$ cat src/rtl/uart_hex_loader.sv
// ASCII hex token loader: parses separator-delimited hex tokens from the UART
// receive stream and writes each value into the operand buffer.
module uart_hex_loader #(
  parameter int NUM_VALUES = 32,
  parameter int DATA_W     = 8,
  parameter int MAX_DIGITS = 2,
  parameter int ADDR_W     = 5,
  parameter int CNT_W      = 6
) (
  input  logic              clk,
  input  logic              reset,
  input  logic              rx_valid,
  input  logic [7:0]        rx_byte,
  input  logic              clear,
  output logic              wr_en,
  output logic [ADDR_W-1:0] wr_addr,
  output logic [DATA_W-1:0] wr_data,
  output logic [CNT_W-1:0]  count,
  output logic              done,
  output logic              error,
  output logic [1:0]        err_code
);

  localparam int ND_W = $clog2(MAX_DIGITS + 1);

  typedef enum logic [1:0] {S_SEP, S_DIGIT, S_DONE, S_ERR} state_t;

  state_t            state, state_n;
  logic [DATA_W-1:0] acc, acc_n;
  logic [ND_W-1:0]   ndig, ndig_n;
  logic              wr_en_n;
  logic [ADDR_W-1:0] wr_addr_n;
  logic [DATA_W-1:0] wr_data_n;
  logic [CNT_W-1:0]  count_n, count_inc;
  logic [1:0]        err_n;
  logic              is_digit, is_sep;
  logic [3:0]        nibble;

  always_comb begin
    is_digit = 1'b0;
    nibble   = 4'd0;
    if (rx_byte >= 8'h30 && rx_byte <= 8'h39) begin
      is_digit = 1'b1;
      nibble   = rx_byte[3:0];
    end else if ((rx_byte >= 8'h41 && rx_byte <= 8'h46) ||
                 (rx_byte >= 8'h61 && rx_byte <= 8'h66)) begin
      is_digit = 1'b1;
      nibble   = rx_byte[3:0] + 4'd9;
    end
    is_sep = (rx_byte == 8'h20) || (rx_byte == 8'h09) || (rx_byte == 8'h0D) ||
             (rx_byte == 8'h0A) || (rx_byte == 8'h2C);
  end

  assign count_inc = count + CNT_W'(1);

  always_comb begin
    state_n   = state;
    acc_n     = acc;
    ndig_n    = ndig;
    wr_en_n   = 1'b0;
    wr_addr_n = wr_addr;
    wr_data_n = wr_data;
    count_n   = count;
    err_n     = err_code;
    // clear wins over a coincident byte; a write issued last cycle still lands
    if (clear) begin
      state_n = S_SEP;
      acc_n   = '0;
      ndig_n  = '0;
      count_n = '0;
      err_n   = 2'd0;
    end else if (rx_valid) begin
      unique case (state)
        S_SEP: begin
          if (is_digit) begin
            acc_n   = DATA_W'(nibble);
            ndig_n  = ND_W'(1);
            state_n = S_DIGIT;
          end else if (!is_sep) begin
            state_n = S_ERR;
            err_n   = 2'd1;
          end
        end
        S_DIGIT: begin
          if (is_digit) begin
            if (ndig == ND_W'(MAX_DIGITS)) begin
              state_n = S_ERR;
              err_n   = 2'd2;
            end else begin
              acc_n  = {acc[DATA_W-5:0], nibble};
              ndig_n = ndig + ND_W'(1);
            end
          end else if (is_sep) begin
            wr_en_n   = 1'b1;
            wr_addr_n = count[ADDR_W-1:0];
            wr_data_n = acc;
            count_n   = count_inc;
            acc_n     = '0;
            ndig_n    = '0;
            state_n   = (count_inc == CNT_W'(NUM_VALUES)) ? S_DONE : S_SEP;
          end else begin
            state_n = S_ERR;
            err_n   = 2'd1;
          end
        end
        default: ;
      endcase
    end
  end

  always_ff @(posedge clk) begin
    if (reset) begin
      state    <= S_SEP;
      acc      <= '0;
      ndig     <= '0;
      wr_en    <= 1'b0;
      wr_addr  <= '0;
      wr_data  <= '0;
      count    <= '0;
      err_code <= 2'd0;
    end else begin
      state    <= state_n;
      acc      <= acc_n;
      ndig     <= ndig_n;
      wr_en    <= wr_en_n;
      wr_addr  <= wr_addr_n;
      wr_data  <= wr_data_n;
      count    <= count_n;
      err_code <= err_n;
    end
  end

  assign done  = (state == S_DONE);
  assign error = (state == S_ERR);

endmodule

$ cat config.mk
export PLATFORM = sky130hd
export DESIGN_NAME = uart_hex_loader
export DESIGN_NICKNAME = d
export VERILOG_FILES = /design/src/rtl/uart_hex_loader.sv
export SDC_FILE = /design/constraint.sdc
export NUM_CORES = 1
export LEC_CHECK = 0
export BUFFER_PORTS_ARGS = -buffer_cell sky130_fd_sc_hd__buf_2
export CORE_MARGIN = 2
export CORE_UTILIZATION = 37
export DETAILED_ROUTE_END_ITERATION = 8
export PLACE_DENSITY = 0.59
export RECOVER_POWER = 50
export SYNTH_ARGS = -nofsm -noshare
export SYNTH_HDL_FRONTEND = slang
export SYNTH_SLANG_ARGS = --single-unit
$ cat constraint.sdc
create_clock -name clk -period 5.65 [get_ports clk]
set_clock_uncertainty 0.15 [all_clocks]
set_input_delay 0.8475 -clock clk [delete_from_list [all_inputs] [get_ports clk]]
set_output_delay 0.8475 -clock clk [all_outputs]
set_load 0.02 [all_outputs]
==> out/results.tsv <==
metric	value	unit
holdCritPathClass	flip-flop to flip-flop	
drcViolationCount	0	
num_io_pins	36	
crit_fanout	12	
drt_iter0_markers	82	
die_height	72.02	um
synthSimpleGateAreaFrac	20.25	%
h-tree-depth	2	
clockBufferDepth	2	
routed_wl	3.685	mm
clk_pin_slew	0.06	ns
first_pass_iters	4	
post_cts_resized	0	
multi_input_area	939.7	um^2
p_per_area	228.3	nW/um^2
clock_sinks	34	
grt.total_usage	15.19	%
vias	1445	
final.min_clock_period	3.320	ns
initial_core_util	38.78	%
rsz0062_at_grt	no	
max_slew_margin	13.33	%
synth_top_family_by_area	simple AND/OR/NAND/NOR gates	
wl_per_cell	13.30	um
cts_tree	done	
outcome	finished clean	
grt_pass1_vias	1307	
n_antenna_cell	0	
chipWidth	72.02	um
final_nets	243	
startpoint_type	primary input	
path_class	primary input to flip-flop	
drv_slew	0	
grt_pass1_wl	6.120	mm
avgSynthCellArea	9.056	um^2
critPathTopFamily	compound AO/OA/AOI/OAI gates	
syn-num-nets	207	
crit_required	5.67	ns
drtAntennaViolNets	0	
yosysSeqAreaShare	39.77	%
power_leakage	0.0007103	uW
ir_drop	0.0001595	V
synthFlopType	dfxtp_1	
cts_setup_buffers	0	
port_buffers	35	
syn_inst	189	
ff_latch_area	680.7	um^2
synth_edf_count	0	
hold_viol	0	
dp_hpwl	2.685	mm
rows	24	
fin_crit_sh	58.76	%
cts_inserted_buffers	5	
layout-drive-gt1-share	11.56	%
synth_async_sr_flop_share	0	%
hold-worst-slack	0.3094	ns
syn_area	1712	um^2
synth_cell_types	45	
yosys-mux-area-fraction	12.28	%
synth-seq-cells	34	
clockRootBuffer	clkbuf_8	
gp_congestion	0.8913	
clock_latency	0.29	ns
area_growth	13.67	%
nFillCells	472	
synth_xor_area_share	1.535	%
cp.buffers_inverters	3	
placeableCoreArea	4414	um^2
yosysWarnings	0	
path_cells	clkbuf_1 > inv_1 > ha_1 > nor2b_1 > o21ai_0 > a2111oi_0 > buf_4 > mux2i_1 > nor2_1	
antenna_found_initial	0	
grt_max_degree	17	
crit_path_end_kind	flip-flop	
worstMarginPinSlew	1.267	ns
finalSetupViolCount	0	
slowest_stage	a2111oi_0	
synth_compound_area_share	17.91	%
worst_ep_arrival_time	3.34	ns
hold_buffers	0	
slowest_delay	1.12	ns
synthAdderAreaFrac	4.386	%
overflow	0	
viasPerCell	5.217	
clock.fmax	301.2	MHz
drv_cap	0	
die-area	5186	um^2
finalSetupTns	0	ns
[cells in the mapped netlist, types with 2 or more instances]
cell type  instances  area, um^2
o31ai_1            3       22.52
xnor2_1            3       26.28
nand2_1           19       71.32
nor3_1             3       15.01
inv_1              8       30.03
a21o_1             3       22.52
nor2_1            26       97.59
nor2b_1            3       18.77
ha_1               6       75.07
or3b_1             2       17.52
mux2i_1           21       210.2
clkbuf_1           4       15.01
a21oi_1            9       45.04
nand3_1            7       35.03
a211oi_1           4       30.03
dfxtp_1           34       680.7
o21ai_0            3       15.01
buf_2              2       10.01
or2_2              2       12.51
a2111oi_2          2       30.03
[cells in the final DEF, fill, tap and decap left out, types with 2 or more instances in the layout]
cell,netlist,routed
clkbuf_8,0,5
buf_2,2,10
clkinv_2,0,2
a21oi_1,9,9
nor2b_1,3,3
o21ai_0,3,4
mux2i_1,21,21
nor2_1,26,26
nand2_1,19,19
ha_1,6,6
dfxtp_1,34,34
o31ai_1,3,3
a211oi_1,4,4
or3b_1,2,2
or2_2,2,2
nand3_1,7,7
a21o_1,3,3
inv_1,8,8
xnor2_1,3,3
nor3_1,3,3
clkbuf_1,4,25
a2111oi_0,1,3
[stage by stage]
stage	area, um^2	worst slack (ns)	std cells	total power, uW	utilization [%]
finish	1946	2.330	277	444.3	44.08
floorplan	1712	2.963	189	270.4	-
global placement	1923	2.641	270	282.4	43.57
global route	1946	1.973	277	463.9	44.08
CTS	2002	2.862	277	449.4	45.35
detailed placement	1923	2.605	270	282.2	43.57
[layout make-up]
| cell class | instances | area share [%] |
|---|---|---|
| multi-input combinational | 140 | 48.30 |
| sequential | 34 | 34.98 |
| timing repair buffer | 36 | 7.781 |
| clock buffer | 5 | 3.537 |
| tap | 52 | 3.344 |
| inverter | 8 | 1.543 |
| clock inverter | 2 | 0.5145 |
[worst paths after layout]
path	startpoint	to	slack (ns)	cells past startpoint
max	rx_byte[0]	wr_data[4]$_SDFFE_PP0P_	2.33	9
min	acc[7]$_SDFFE_PP0P_	acc[7]$_SDFFE_PP0P_	0.31	2
max reg2reg	state[1]$_SDFFE_PP0P_	wr_data[4]$_SDFFE_PP0P_	2.72	6
min reg2reg	acc[7]$_SDFFE_PP0P_	acc[7]$_SDFFE_PP0P_	0.31	2
[cells by family after synthesis]
| kind of cell | after synthesis |
|---|---|
| simple gates | 71 |
| compound gates | 39 |
| flops | 34 |
| mux | 21 |
| buf+inv | 15 |
| fa+ha+maj | 6 |
| xor+xnor | 3 |
[report_power, final]
part	total [uW]	switching (uW)	leakage [uW]	internal [uW]
combinational	33.2	21.7	0.000392	11.5
sequential	242	1.23	0.000274	241
clock	169	86.3	0.0000438	82.6
total	444	109	0.000710	335
[routing by layer]
metal,GRT usage (%),vias to the layer above,wire (um)
met2,22.94,36,1566
li1,-,751,-
met3,5.000,5,201
met5,0,-,0
met4,4.403,0,37
met1,20.78,653,1879
[state kept, by name, indices dropped and copies added, names as in the netlist]
name      count
wr_en         1
err_code      2
acc           8
state         2
ndig          2
wr_addr       5
wr_data       8
count         6
[worst min-delay path, delay by kind of cell (launching register included)]
kind	cells	cell delay [ns]
muxes	1	0.05
and+or+nand+nor	1	0.05
DFF	1	0.31
Power figures use the tool's default switching activity.
